## src/rtl/count_display_pkg.sv

```systemverilog
// Shared types and segment constants for the count_display block.
package count_display_pkg;

    typedef enum logic [1:0] {
        IDLE = 2'd0,
        CONV = 2'd1,
        LOAD = 2'd2
    } state_t;

    // Active-low segments ordered {g,f,e,d,c,b,a}
    localparam logic [6:0] SEG_BLANK = 7'h7F;
    localparam logic [6:0] SEG_0     = 7'h40;
    localparam logic [6:0] SEG_1     = 7'h79;
    localparam logic [6:0] SEG_2     = 7'h24;
    localparam logic [6:0] SEG_3     = 7'h30;
    localparam logic [6:0] SEG_4     = 7'h19;
    localparam logic [6:0] SEG_5     = 7'h12;
    localparam logic [6:0] SEG_6     = 7'h02;
    localparam logic [6:0] SEG_7     = 7'h78;
    localparam logic [6:0] SEG_8     = 7'h00;
    localparam logic [6:0] SEG_9     = 7'h10;

    function automatic logic [3:0] add3(input logic [3:0] n);
        return (n >= 4'd5) ? n + 4'd3 : n;
    endfunction

endpackage

```

## src/rtl/count_display_seg7_decode.sv

```systemverilog
// BCD digit to active-low 7-segment pattern; non-BCD codes blank the digit.
module seg7_decode
    import count_display_pkg::*;
(
    input  logic [3:0] digit,
    output logic [6:0] seg
);

    always_comb begin
        seg = SEG_BLANK;
        case (digit)
            4'd0:    seg = SEG_0;
            4'd1:    seg = SEG_1;
            4'd2:    seg = SEG_2;
            4'd3:    seg = SEG_3;
            4'd4:    seg = SEG_4;
            4'd5:    seg = SEG_5;
            4'd6:    seg = SEG_6;
            4'd7:    seg = SEG_7;
            4'd8:    seg = SEG_8;
            4'd9:    seg = SEG_9;
            default: seg = SEG_BLANK;
        endcase
    end

endmodule

```

## src/rtl/count_display.sv

```systemverilog
// Binary count -> BCD (serial double-dabble) -> 2-digit multiplexed 7-seg.
// Optional LZ_BLANK_EN blanks a leading zero in the tens position.
module count_display
    import count_display_pkg::*;
#(
    parameter int CNT_W    = 6,
    parameter int SCAN_DIV = 1000
) (
    input  logic             clk,
    input  logic             reset,
    input  logic [CNT_W-1:0] count,
    output logic [6:0]       seg,
    output logic [1:0]       an,
    output logic             bcd_valid
);

    localparam int SR_W = 8 + CNT_W;
    localparam int IT_W = $clog2(CNT_W + 1);
    localparam int PS_W = $clog2(SCAN_DIV);

    state_t            state, state_nxt;
    logic [CNT_W-1:0]  cnt_q;
    logic [CNT_W-1:0]  last_conv;
    logic              dirty;
    logic [SR_W-1:0]   sr, sr_nxt, sr_adj;
    logic [IT_W-1:0]   iter;
    logic [3:0]        tens, ones;
    logic [PS_W-1:0]   prescaler;
    logic              dsel;
    logic              capture, load;
    logic              stale;
    logic [3:0]        digit;
    logic [6:0]        dec_seg, seg_nxt;

    // Sampler runs through reset so the first conversion sees the live count
    always_ff @(posedge clk) begin
        cnt_q <= count;
    end

    assign stale = (cnt_q != last_conv);

    always_comb begin
        sr_adj = sr;
        sr_adj[SR_W-1 -: 4]  = add3(sr[SR_W-1 -: 4]);
        sr_adj[CNT_W+3 -: 4] = add3(sr[CNT_W+3 -: 4]);
    end

    always_comb begin
        state_nxt = state;
        sr_nxt    = sr;
        capture   = 1'b0;
        load      = 1'b0;
        case (state)
            IDLE: begin
                if (dirty || stale) begin
                    capture   = 1'b1;
                    sr_nxt    = {8'd0, cnt_q};
                    state_nxt = CONV;
                end
            end
            CONV: begin
                sr_nxt = {sr_adj[SR_W-2:0], 1'b0};
                if (iter == IT_W'(CNT_W - 1))
                    state_nxt = LOAD;
            end
            LOAD: begin
                load      = 1'b1;
                state_nxt = IDLE;
            end
            default: state_nxt = IDLE;
        endcase
    end

    always_ff @(posedge clk or negedge reset) begin
        if (!reset) begin
            state     <= IDLE;
            sr        <= '0;
            iter      <= '0;
            last_conv <= '0;
            dirty     <= 1'b1;
            tens      <= 4'd0;
            ones      <= 4'd0;
            bcd_valid <= 1'b0;
        end else begin
            state <= state_nxt;
            sr    <= sr_nxt;
            if (capture) begin
                last_conv <= cnt_q;
                iter      <= '0;
            end else if (state == CONV) begin
                iter <= iter + 1'b1;
            end
            if (capture)
                dirty <= 1'b0;
            else if (stale)
                dirty <= 1'b1;
            if (load) begin
                tens <= sr[SR_W-1 -: 4];
                ones <= sr[CNT_W+3 -: 4];
            end
            if (stale)
                bcd_valid <= 1'b0;
            else if (load)
                bcd_valid <= 1'b1;
        end
    end

    assign digit = dsel ? tens : ones;

    seg7_decode u_dec (
        .digit (digit),
        .seg   (dec_seg)
    );

`ifdef LZ_BLANK_EN
    assign seg_nxt = (dsel && tens == 4'd0) ? SEG_BLANK : dec_seg;
`else
    assign seg_nxt = dec_seg;
`endif

    // seg and an are registered together so a digit never shows the other's pattern
    always_ff @(posedge clk or negedge reset) begin
        if (!reset) begin
            prescaler <= '0;
            dsel      <= 1'b0;
            seg       <= SEG_BLANK;
            an        <= 2'b11;
        end else begin
            if (prescaler == PS_W'(SCAN_DIV - 1)) begin
                prescaler <= '0;
                dsel      <= ~dsel;
            end else begin
                prescaler <= prescaler + 1'b1;
            end
            an  <= dsel ? 2'b01 : 2'b10;
            seg <= seg_nxt;
        end
    end

endmodule

```

## config.mk

```make
export PLATFORM = sky130hd
export DESIGN_NAME = count_display
export DESIGN_NICKNAME = d
export VERILOG_FILES = /design/src/rtl/count_display_pkg.sv /design/src/rtl/count_display_seg7_decode.sv /design/src/rtl/count_display.sv
export SDC_FILE = /design/constraint.sdc
export NUM_CORES = 1
export LEC_CHECK = 0
export BUFFER_PORTS_ARGS = -buffer_cell sky130_fd_sc_hd__buf_2
export CORE_MARGIN = 3
export CORE_UTILIZATION = 54
export DETAILED_ROUTE_END_ITERATION = 8
export HOLD_SLACK_MARGIN = 0.12
export PLACE_DENSITY = 0.75
export SLEW_MARGIN = 0
export SYNTH_ARGS = -nofsm -noshare
export SYNTH_HDL_FRONTEND = slang
export SYNTH_SLANG_ARGS = --single-unit
export TNS_END_PERCENT = 5
```

## constraint.sdc

```tcl
create_clock -name clk -period 1.67 [get_ports clk]
set_input_delay 0.2505 -clock clk [delete_from_list [all_inputs] [get_ports clk]]
set_output_delay 0.2505 -clock clk [all_outputs]
set_load 0.03 [all_outputs]
```

== Word-level counts from Yosys, hierarchy flattened ==
Memories as Yosys holds them, arrays and structs flattened. A register that Yosys moved wholly into a read port is not among the register bits.
Index checks and enable logic that the tools add are counted.
Word-level totals
  word-level logic and storage cells: 55
  bits in registers: 54
  output and inout port bits: 10
  memories kept: 1
  input bits: 8
  ROM bits: 112
Memories
  (name not given): depth 16, width 7, rd ports 1, clocked after memory_dff 1, write ports 0, line count_display_seg7_decode.sv:11  | case (digit)
Operators by class
  reduce and logical (&&, ||, !) cells: 9
  $add $sub $neg: 4
  muxes and demuxes: 19
  bitwise gates (word level): 1
  magnitude comparators: 2
  equal/unequal tests: 7
Operators with widths (count)
  $pmux W14 S2: 1
  $mux W14: 1
  $add A10 B1 Y10 const B: 1
  $eq A10 B10 Y1 const B: 1
  $mux W10: 1
  $mux W3: 3
  $ge A4 B3 Y1 const B: 2
  $mux W4: 2
  $reduce_bool A2 Y1: 4
  $mux W1: 7
  $mux W2: 3
  $ne A6 B6 Y1: 1
  $add A4 B2 Y4 const B: 1
  $ne A2 B2 Y1 const B: 2
  $pmux W2 S2: 1
  $reduce_and A2 Y1: 2
  $add A3 B1 Y3 const B: 1
  $add A3 B2 Y3 const B: 1
  $eq A3 B3 Y1 const B: 1
  $eq A2 B1 Y1 const B: 1
  $eq A2 B2 Y1 const B: 1
  $logic_not A2 Y1: 1
  $logic_not A1 Y1: 1
  $logic_or A1 B1 Y1: 1
  $not A1 Y1: 1

== Depth between registers and ports, before layout ==
Gate-level depths: netlist of run 1.
  depth after elaboration: 5
  gate-level depth with buffers: 7
  gate-level depth less buffers: 6

== Cells and area by module ==
From an unflattened synthesis of run 1, not the netlist that was laid out.
Second synthesis, totals
  cells, all modules: 250
  area total of the unflattened synthesis: 2803.9 µm²
Modules (own cells, without submodules)
  count_display: instances 1, sequential area each 1508.9 µm², area an instance 2593.7 µm², cells an instance 217
  seg7_decode: instances 1, sequential area each 0.0 µm², area an instance 210.2 µm², cells an instance 33

== Least setup slack after synthesis of run 1 ==
Ideal clock, no wire load.
  path kind: register to register
  start point: register dsel
  end point: register seg[3]
  stages on the path, launching flop included: 8
  path slack: 0.043 ns
  setup time: 0.073 ns
  period minus slack after synthesis: 1.627 ns
  path buffers: 1
  required time: 1.597 ns
  arrival: 1.554 ns
  cells stage by stage: dfrtp_1 > clkbuf_1 > mux2_2 > inv_1 > ha_1 > nor2_1 > o21a_1 > a21oi_1
Between the ends
  word-level cells in the longest chain between the ends: 1
Ends and longest elaborated chain
  start: declaration: line count_display.sv:29  | logic dsel;
  start signal: assignment: line count_display.sv:131  | dsel <= ~dsel;
  $mux W4: line count_display.sv:108  | assign digit = dsel ? tens : ones;
  end: declaration: line count_display.sv:12  | output logic [6:0] seg,
No other way between the ends.
A chain may end at the register's enable or synchronous reset.

== Worst setup path after layout of run 1 ==
  start point: register last_conv[3]
  end point: register iter[0]
Between the ends
  word-level cells in the longest chain between the ends: 5
  elaborated cells between the ends (all ways): 6
  classes of those cells: 1 x eq/ne; 3 x mux; 2 x reduce/logical
Ends and longest elaborated chain
  start: declaration: line count_display.sv:23  | logic [CNT_W-1:0] last_conv;
  start signal: assignment: line count_display.sv:88  | last_conv <= cnt_q;
  $ne A6 B6 Y1 *: line count_display.sv:40  | assign stale = (cnt_q != last_conv);
  $logic_or A1 B1 Y1 *: line count_display.sv:55  | if (dirty || stale) begin
  $mux W1 *: line count_display.sv:55
  $mux W1 *: line count_display.sv:53  | case (state)
  $mux W3 or $reduce_bool A2 Y1 (tied branches)
  end signal: assignment: line count_display.sv:91  | iter <= iter + 1'b1;
  end: declaration: line count_display.sv:26  | logic [IT_W-1:0] iter;
Every way passes the cells marked *; elsewhere a longest branch is shown, timed or not.

==> run summary, run 1 <==
The die span in x came out at 78.5 um. For the count of mapped cells out of synthesis, the log shows 245. After clock tree synthesis, the clock-pin slew on the worst setup and hold paths is 60 ps.

TritonCTS built the clock tree. The average cell area after synthesis is 11.6 sq um. The pre-antenna-repair detailed-routing pass consisted of 6 iterations. In this design, the stage delay of the slowest critical-path cell is 390 ps. The worst setup path is launched from a flip-flop.

The category of cells accounting for the largest share of critical-path delay was flip-flops. Counting flops with a built-in enable in the synthesized netlist gives 0. The average routed wire per standard cell was 13.6 um; the post-synthesis net count was 265. The run gives 8580 um as the wire length of the first global-routing pass.

The transition time at the pin with the least slew margin came out at 453 ps. The tools report the number of fill cells as 371. The area overhead of the layout relative to synthesis was 17.2%; the critical path data arrival time was 1850 ps.

STA classifies the critical path endpoint as a flip-flop. After floorplanning, the core was divided into 25 placement rows. The total die area is 6160 sq um. Measured along the y axis, the die boundary spans 78.5 um. The root buffer cell chosen for the clock tree is sky130_fd_sc_hd__clkbuf_8.

Static leakage: 1.50 nW. The deepest level of the CTS H-tree is 3, and the clock tree skew after final layout is 6.42 ps. Walking the worst path, the cells encountered are xnor2_1 -> nand4_4 -> o31ai_4 -> buf_12 -> mux2_2. The most critical setup path has its startpoint at last_conv[3]$_DFFE_PN0P_. The clock insertion delay at the later pin of the skew report came out at 340 ps. The number of antenna diodes in the final layout is 0. Counting flops with an async set or reset pin after synthesis yields a share of 90.2%.

For the starting density of the core, the log shows 57.8%. The largest individual stage delay along the critical path comes from the cell sky130_fd_sc_hd__dfrtp_1. After detailed placement, the design holds a cell count of 335. The logs give 1941 for the via total after detailed routing and 0 for the remaining routing DRC violations. Synthesis inferred 61 register bits. After synthesis, the cell types taking the most area are sky130_fd_sc_hd__dfrtp_1 40%, sky130_fd_sc_hd__dfstp_2 9.3%, sky130_fd_sc_hd__mux2_2 5.9%, sky130_fd_sc_hd__ha_1 5.3%, sky130_fd_sc_hd__dfxtp_1 4.2%. The number of maximum-capacitance violations was 0; the total negative slack for setup checks was 0 ps. The shortest period the worst path allows was 1580 ps.

In this run, CTS created clock tree buffers numbering 9. The core region is 4910 sq um. The tools report the I/O pin total as 18. During synthesis, Yosys emitted a total of 0 warnings. The number of hold violations in the final report came out at 0.

The tools report the origin of the critical flop-to-flop path as last_conv[3]$_DFFE_PN0P_. The power density of the placed cells is 1690 nW/um^2. The mapped netlist covers 2840 sq um. The critical path is of the flip-flop to flip-flop type. After detailed routing, the total wire length is 4850 um. Setup violations remaining at the end of the flow were counted as 0. The congestion estimate from routability-driven global placement came to 0.834. The commonest register cell after synthesis is sky130_fd_sc_hd__dfrtp_1.

For the number of global-route vias before repair, the log shows 1950. Counting every sink on the clock net gives 61. The maximum clock path buffer count was 2. The library cell with the largest summed area after synthesis is sky130_fd_sc_hd__dfrtp_1.

Entering global routing, the biggest net connects 56 pins. The type of the most critical hold path is input port to asynchronous set/reset pin. STA puts the critical path data required time at 1940 ps. The number of I/O port buffers is 17, and the worst vdd rail ir drop is 1.00 mV. The ratio of cells with drive above 1 in the final layout is 26.5%.

For the number of antenna violations at the first check in global routing, the log shows 0. The tools report the worst slew margin relative to its limit as 69.0%. In the final design database the tool counted 306 nets. The tools report the final number of max-transition violations as 0. Setup repair after global routing left no endpoint under its margin. Once detail routing completed, the nets flagged for antenna violations numbered 0.

The maximum clock rate came out at 634 MHz. After detailed routing, the number of vias per cell comes to 5.42. The netlist uses 44 different library cells. The run gives 53.2% as the sequential fraction of the synthesis area.

The combined buffer and inverter count along the critical path is 1. The post-CTS setup-driven buffer insertion count was 0; the area share of the largest cell type after synthesis was 39.7%. Along the worst path, the maximum fanout reaches 12.

The share of the cycle needed by the critical path after routing works out to 94.4%. The finished layout holds 358 standard cells, fillers aside. The flow ran to the end, and the final reports show no timing, DRC or antenna violations.

The remaining global-route overflow came out at 0. The detailed router finished its first iteration with 64 violations. After legalization and detailed placement, the total HPWL measured 3220 um. For this run, the total global-route usage over all layers was measured as 17.9%.
-- placed cells by master (no fill, tap or decap), types with 3 or more instances in the layout --
cell,instances
sky130_fd_sc_hd__o21ai_0,8
sky130_fd_sc_hd__a21oi_1,10
sky130_fd_sc_hd__xor2_1,7
sky130_fd_sc_hd__clkbuf_8,11
sky130_fd_sc_hd__nand2_1,17
sky130_fd_sc_hd__nand2b_1,4
sky130_fd_sc_hd__nand3_1,8
sky130_fd_sc_hd__dfxtp_1,6
sky130_fd_sc_hd__buf_4,13
sky130_fd_sc_hd__mux2i_1,4
sky130_fd_sc_hd__nor2_1,17
sky130_fd_sc_hd__dfstp_2,10
sky130_fd_sc_hd__dlygate4sd3_1,7
sky130_fd_sc_hd__mux2_2,15
sky130_fd_sc_hd__ha_1,12
sky130_fd_sc_hd__inv_1,11
sky130_fd_sc_hd__buf_2,17
sky130_fd_sc_hd__a22o_1,6
sky130_fd_sc_hd__o211ai_1,6
sky130_fd_sc_hd__a22oi_1,5
sky130_fd_sc_hd__nor3_1,3
sky130_fd_sc_hd__xnor2_1,10
sky130_fd_sc_hd__nand4b_1,6
sky130_fd_sc_hd__dfrtp_1,45
-- Yosys cell counts, drive strengths merged, types with 3 or more instances --
master	number
mux2i	4
nand2b	4
xnor2	10
ha	12
nor2	17
dfxtp	6
xor2	7
a21oi	11
o211ai	6
nand2	17
nand4b	6
nand4	3
clkbuf	4
mux2	15
o21ai	8
dfrtp	45
nand3	8
a22o	7
buf	4
inv	11
a22oi	5
nor3	3
dfstp	10
-- tightest hold or removal path: stages --
cell and delay, ps:
sky130_fd_sc_hd__dlygate4sd3_1 520, sky130_fd_sc_hd__buf_2 120, sky130_fd_sc_hd__buf_12 260
-- final timing paths --
kind | end | slack, ps | cells after the start
max in group asynchronous | dirty$_DFFE_PN1P_ | 930 | 3
min | ones[2]$_DFFE_PN0P_ | 440 | 3
max reg2reg | iter[0]$_DFFE_PN0P_ | 90 | 5
min reg2reg | prescaler[0]$_DFF_PN0_ | 470 | 1
max | iter[0]$_DFFE_PN0P_ | 90 | 5
min in group clk | prescaler[0]$_DFF_PN0_ | 470 | 1
-- kinds of logic (layout without fill, tap and decap cells) --
kind of cell / Yosys count / count (layout) / share of synthesized area (%)
fa+ha+maj: 12 / 12 / 5.29
compound gates: 48 / 48 / 12.0
mux: 19 / 19 / 7.36
buf+inv: 20 / 66 / 3.97
flops: 61 / 61 / 53.2
simple gates: 68 / 68 / 13.0
xor+xnor: 17 / 17 / 5.24
-- flip-flops by register name, indices dropped and copies added, names as in the netlist, 2 cells and up --
signal / cells
sr: 14
prescaler: 10
seg: 7
cnt_q: 6
last_conv: 6
ones: 4
tens: 4
iter: 3
an: 2
state: 2
-- per-stage QoR --
step	setup WS, ps	hold WS, ps	power [mW]	instance area, sq um	utilization [%]
floorplan	43.5	-45.1	3.93	2840	-
global placement	119	272	4.40	3070	62.6
detailed placement	114	270	4.47	3070	62.6
CTS	77.1	445	5.69	3320	67.7
global route	21.8	450	6.07	3330	67.7
finish	93.8	435	5.64	3330	67.7
-- per-layer routing --
metal  vias to the layer above  routed length, um  track usage (%)
li1                        950                  -                -
met5                         -                  0                0
met3                        11                194             6.54
met4                         0                 95             7.87
met1                       947               2090             20.8
met2                        33               2470             29.5
-- cell type report --
cell class                 count  area, sq um  area share, %
sequential                    61         1510           45.4
clock buffer                  13          159           4.78
timing repair buffer          39          293           8.80
inverter                      11         41.3           1.24
tap                           67         83.8           2.52
multi-input combinational    164         1220           36.7
clock inverter                 3         20.0          0.602
-- power breakdown --
group / leakage, nW / internal, mW / switching, mW
clock: 0.0857 / 0.617 / 0.548
sequential: 0.725 / 1.99 / 0.324
combinational: 0.690 / 1.02 / 1.14
-- what timing repair did --
item / in CTS / in global routing
resized for setup: 0 / 1
endpoints found under the setup margin: 0 / 2
endpoints found under the hold margin: 51 / 0
hold buffers: 7 / 0
No activity file was read; power rests on OpenSTA's default activity.
==> run 2: changes to the inputs <==
--- a/config.mk
+++ b/config.mk
@@ -11,6 +11,7 @@
 export DETAILED_ROUTE_END_ITERATION = 8
 export HOLD_SLACK_MARGIN = 0.12
 export PLACE_DENSITY = 0.75
+export SETUP_SLACK_MARGIN = 0.5
 export SLEW_MARGIN = 0
 export SYNTH_ARGS = -nofsm -noshare
 export SYNTH_HDL_FRONTEND = slang
==> run summary, run 2 (synthesis results as in run 1) <==
Iteration-0 DRC count of the detailed router: 90 (was 64). The clock-pin slew on the worst setup and hold paths came out at 60 ps (about the same). The power density of the placed cells was 1740 nW/um^2 (was 1690 nW/um^2). The logs give 69.9% (was 69.0%) for the worst slew margin relative to its limit and 40.0% (was 41.1%) for the part of the total power dissipated in sequential elements. The tools report the total die area as 6160 sq um (unchanged). The tools report the capturing point of the worst reg2reg path as iter[0]$_DFFE_PN0P_ (unchanged).

Biggest regs: sr x14, prescaler x10, seg x7 (unchanged). The type of the most critical hold path was input port to asynchronous set/reset pin (unchanged). The via total after detailed routing is 1949 (was 1941).

The transition time at the pin with the least slew margin came out at 452 ps (was 453 ps). The tools report the element type at the critical path start as a flip-flop (unchanged). The average routed wire per standard cell works out to 14.3 um (was 13.6 um).

The run finished with clean final reports. The maximum clock path buffer count is 2 (unchanged). Power dissipated by switching net loads: 2.08 mW (was 2.01 mW). Worst-path cell with the longest stage delay: sky130_fd_sc_hd__dfrtp_1 (unchanged). Largest register by flop count: sr (unchanged).

The first-pass iteration count of the detailed router is 4 (was 6). The worst vdd rail ir drop was 1.11 mV (was 1.00 mV). The setup slack after placement was 104 ps (was 114 ps); the total negative slack for setup checks was 0 ps (unchanged). The deepest level of the CTS H-tree was 3 (unchanged).

The nature of the critical path endpoint is a flip-flop (unchanged). The remaining antenna violation count after routing was 0 (unchanged); the clock insertion delay at the later pin of the skew report was 340 ps (about the same). The data required time at the worst endpoint was 1950 ps (was 1940 ps). TritonCTS built the clock tree. For the I/O pin total, the log shows 18 (unchanged).

The top fanout value on the critical path is 5 (was 12). Ratio of cells with drive above 1 in the final layout: 29.8% (was 26.5%). The number of global-route vias before repair is 1928 (was 1950), and the layout net count is 307 (was 306).

The post-detailed-route via-to-cell ratio came out at 5.43 (was 5.42). For the worst reg-to-reg setup slack, the log shows 140 ps (was 90 ps). Worst setup path endpoint: iter[0]$_DFFE_PN0P_ (unchanged). The path type of the worst setup path was flip-flop to flip-flop (unchanged). The area overhead of the layout relative to synthesis is 20.3% (was 17.2%).

Number of antenna violations at the first check in global routing: 0 (unchanged). The starting density of the core is 57.8% (unchanged). Cell at the root of the clock tree: sky130_fd_sc_hd__clkbuf_8 (unchanged).

The count of standard-cell rows was 25 (unchanged). The final count of negative-setup-slack endpoints is 0 (unchanged). Antenna diode count: 0 (unchanged). Timing startpoint of the critical path: last_conv[4]$_DFFE_PN0P_ (was last_conv[3]$_DFFE_PN0P_).

Shortest period the worst path allows: 1530 ps (was 1580 ps). The logs give 0 (unchanged) for the remaining global-route overflow and 61 (unchanged) for the total number of clock tree sinks. Final number of max-transition violations: 0 (unchanged).

The part of the power in combinational logic is 38.0% (was 38.2%). Ordered list of cells on the worst path: xor2_2 -> or3_4 -> o31ai_4 -> buf_4 -> mux2_2 (was xnor2_1 -> nand4_4 -> o31ai_4 -> buf_12 -> mux2_2). The end-of-flow core utilization was 69.5% (was 67.7%); the final weighted congestion in routability-driven placement was 0.878 (was 0.834). The cell area reported after detailed placement was 3080 sq um (was 3070 sq um); the number of flip-flops in the largest register was 14 (unchanged). The critical path's largest stage delay came out at 400 ps (was 390 ps). The proportion of total power due to net switching was 35.0% (was 35.6%). Most common library cell in the layout ignoring fill and taps: sky130_fd_sc_hd__dfrtp_1 (unchanged).

The clock tree skew after final layout came out at 8.06 ps (was 6.42 ps). The remaining routing DRC violations is 0 (unchanged), and the die span in x is 78.5 um (unchanged). The static leakage is 1.55 nW (was 1.50 nW). For the maximum clock rate, the log shows 652 MHz (was 634 MHz). The number of buffers created by CTS was 9 (unchanged); the clock share of power was 22.0% (was 20.7%). The vertical extent of the die was 78.5 um (unchanged).

The summed area of non-filler cells in the final layout was 3410 sq um (was 3330 sq um). The tools report the smallest setup slack after layout as 136 ps (was 93.8 ps). For the pin count of the biggest net entering global routing, the log shows 41 (was 56). The tools report the number of hold violations in the final report as 0 (unchanged). Critical path data arrival time: 1810 ps (was 1850 ps).

Setup repair after global routing could not meet its margin everywhere. The detailed placement HPWL came out at 3420 um (was 3220 um). The run gives 8800 um (was 8580 um) as the wire length of the first global-routing pass. Origin of the critical flop-to-flop path: last_conv[4]$_DFFE_PN0P_ (was last_conv[3]$_DFFE_PN0P_).

The logic depth of the worst register-to-register path is 5 (unchanged). Most frequent cells in the layout: 45 x sky130_fd_sc_hd__dfrtp_1, 17 x sky130_fd_sc_hd__nor2_1, 17 x sky130_fd_sc_hd__nand2_1, 17 x sky130_fd_sc_hd__buf_2, 14 x sky130_fd_sc_hd__mux2_2 (was 45 x sky130_fd_sc_hd__dfrtp_1, 17 x sky130_fd_sc_hd__nor2_1, 17 x sky130_fd_sc_hd__nand2_1, 17 x sky130_fd_sc_hd__buf_2, 15 x sky130_fd_sc_hd__mux2_2). The share of the cycle needed by the critical path after routing was 91.8% (was 94.4%). For the number of maximum-capacitance violations, the log shows 0 (unchanged). The wire length reported by the detailed router is 5150 um (was 4850 um). The cell-internal power was 3.86 mW (was 3.63 mW). The post-layout total power was 5.94 mW (was 5.64 mW); the placeable core region was 4910 sq um (unchanged). The global-route usage over all layers was 18.6% (was 17.9%); the number of I/O port buffers was 17 (unchanged).
run 2: critical path, delay by kind of cell, from the launching register on:
family          cells  cell delay (ps)
simple gates        1              400
buf+inv             1              180
flops               1              400
xor+xnor            1              160
mux                 1              140
compound gates      1              210
run 2: how the worst min path moves through the flow:
stage / start / cells past startpoint / slack (ps) / endpoint
after global placement: reset / 1 / 180 / tens[0]$_DFFE_PN0P_
final: reset / 2 / 350 / tens[0]$_DFFE_PN0P_
after detailed placement: reset / 1 / 180 / tens[0]$_DFFE_PN0P_
after global routing: reset / 2 / 380 / tens[0]$_DFFE_PN0P_
after floorplan: reset / 0 / -50 / bcd_valid$_DFFE_PN0P_
after CTS: reset / 2 / 350 / ones[0]$_DFFE_PN0P_
run 2: timing repair:
action                                  CTS  global route
hold buffers                              7             0
gates resized for setup                   6             5
pin swaps                                 3             2
endpoints found under the setup margin   60            61
hold endpoints to repair                 21             0
setup buffers                             1             1
cloned                                    0             0
run 2: metrics by stage:
step                      cells  hold WS, ps
after global placement      334          176
after global routing        359          382
final                       359          353
after detailed placement    334          177
after floorplan             245        -45.1
after CTS                   358          346
run 2: per-layer routing:
metal	vias up	share of wire, %	global-route usage, %
li1	949	-	-
met3	12	3.3	4.47
met5	-	0	0
met4	0	2.6	9.97
met2	35	48	30.8
met1	953	46	22.4
run 2: final cells by class:
type / count / area, sq um
flip-flops and latches: 61 / 1510
fillers: 376 / 1500
multi-input cells: 164 / 1290
repair buffers: 40 / 295
clock buffers: 15 / 166
well taps: 67 / 83.8
inverters: 11 / 43.8
clock inverters: 1 / 30.0
run 2: power groups by stage:
stage | clock network, mW | logic [mW] | registers (mW)
after floorplan | 0 | 1.53 | 2.44
final | 1.31 | 2.26 | 2.38
after CTS | 1.34 | 2.22 | 2.37
after global placement | 0 | 2.09 | 2.35
after global routing | 1.40 | 2.51 | 2.43
after detailed placement | 0 | 2.13 | 2.38
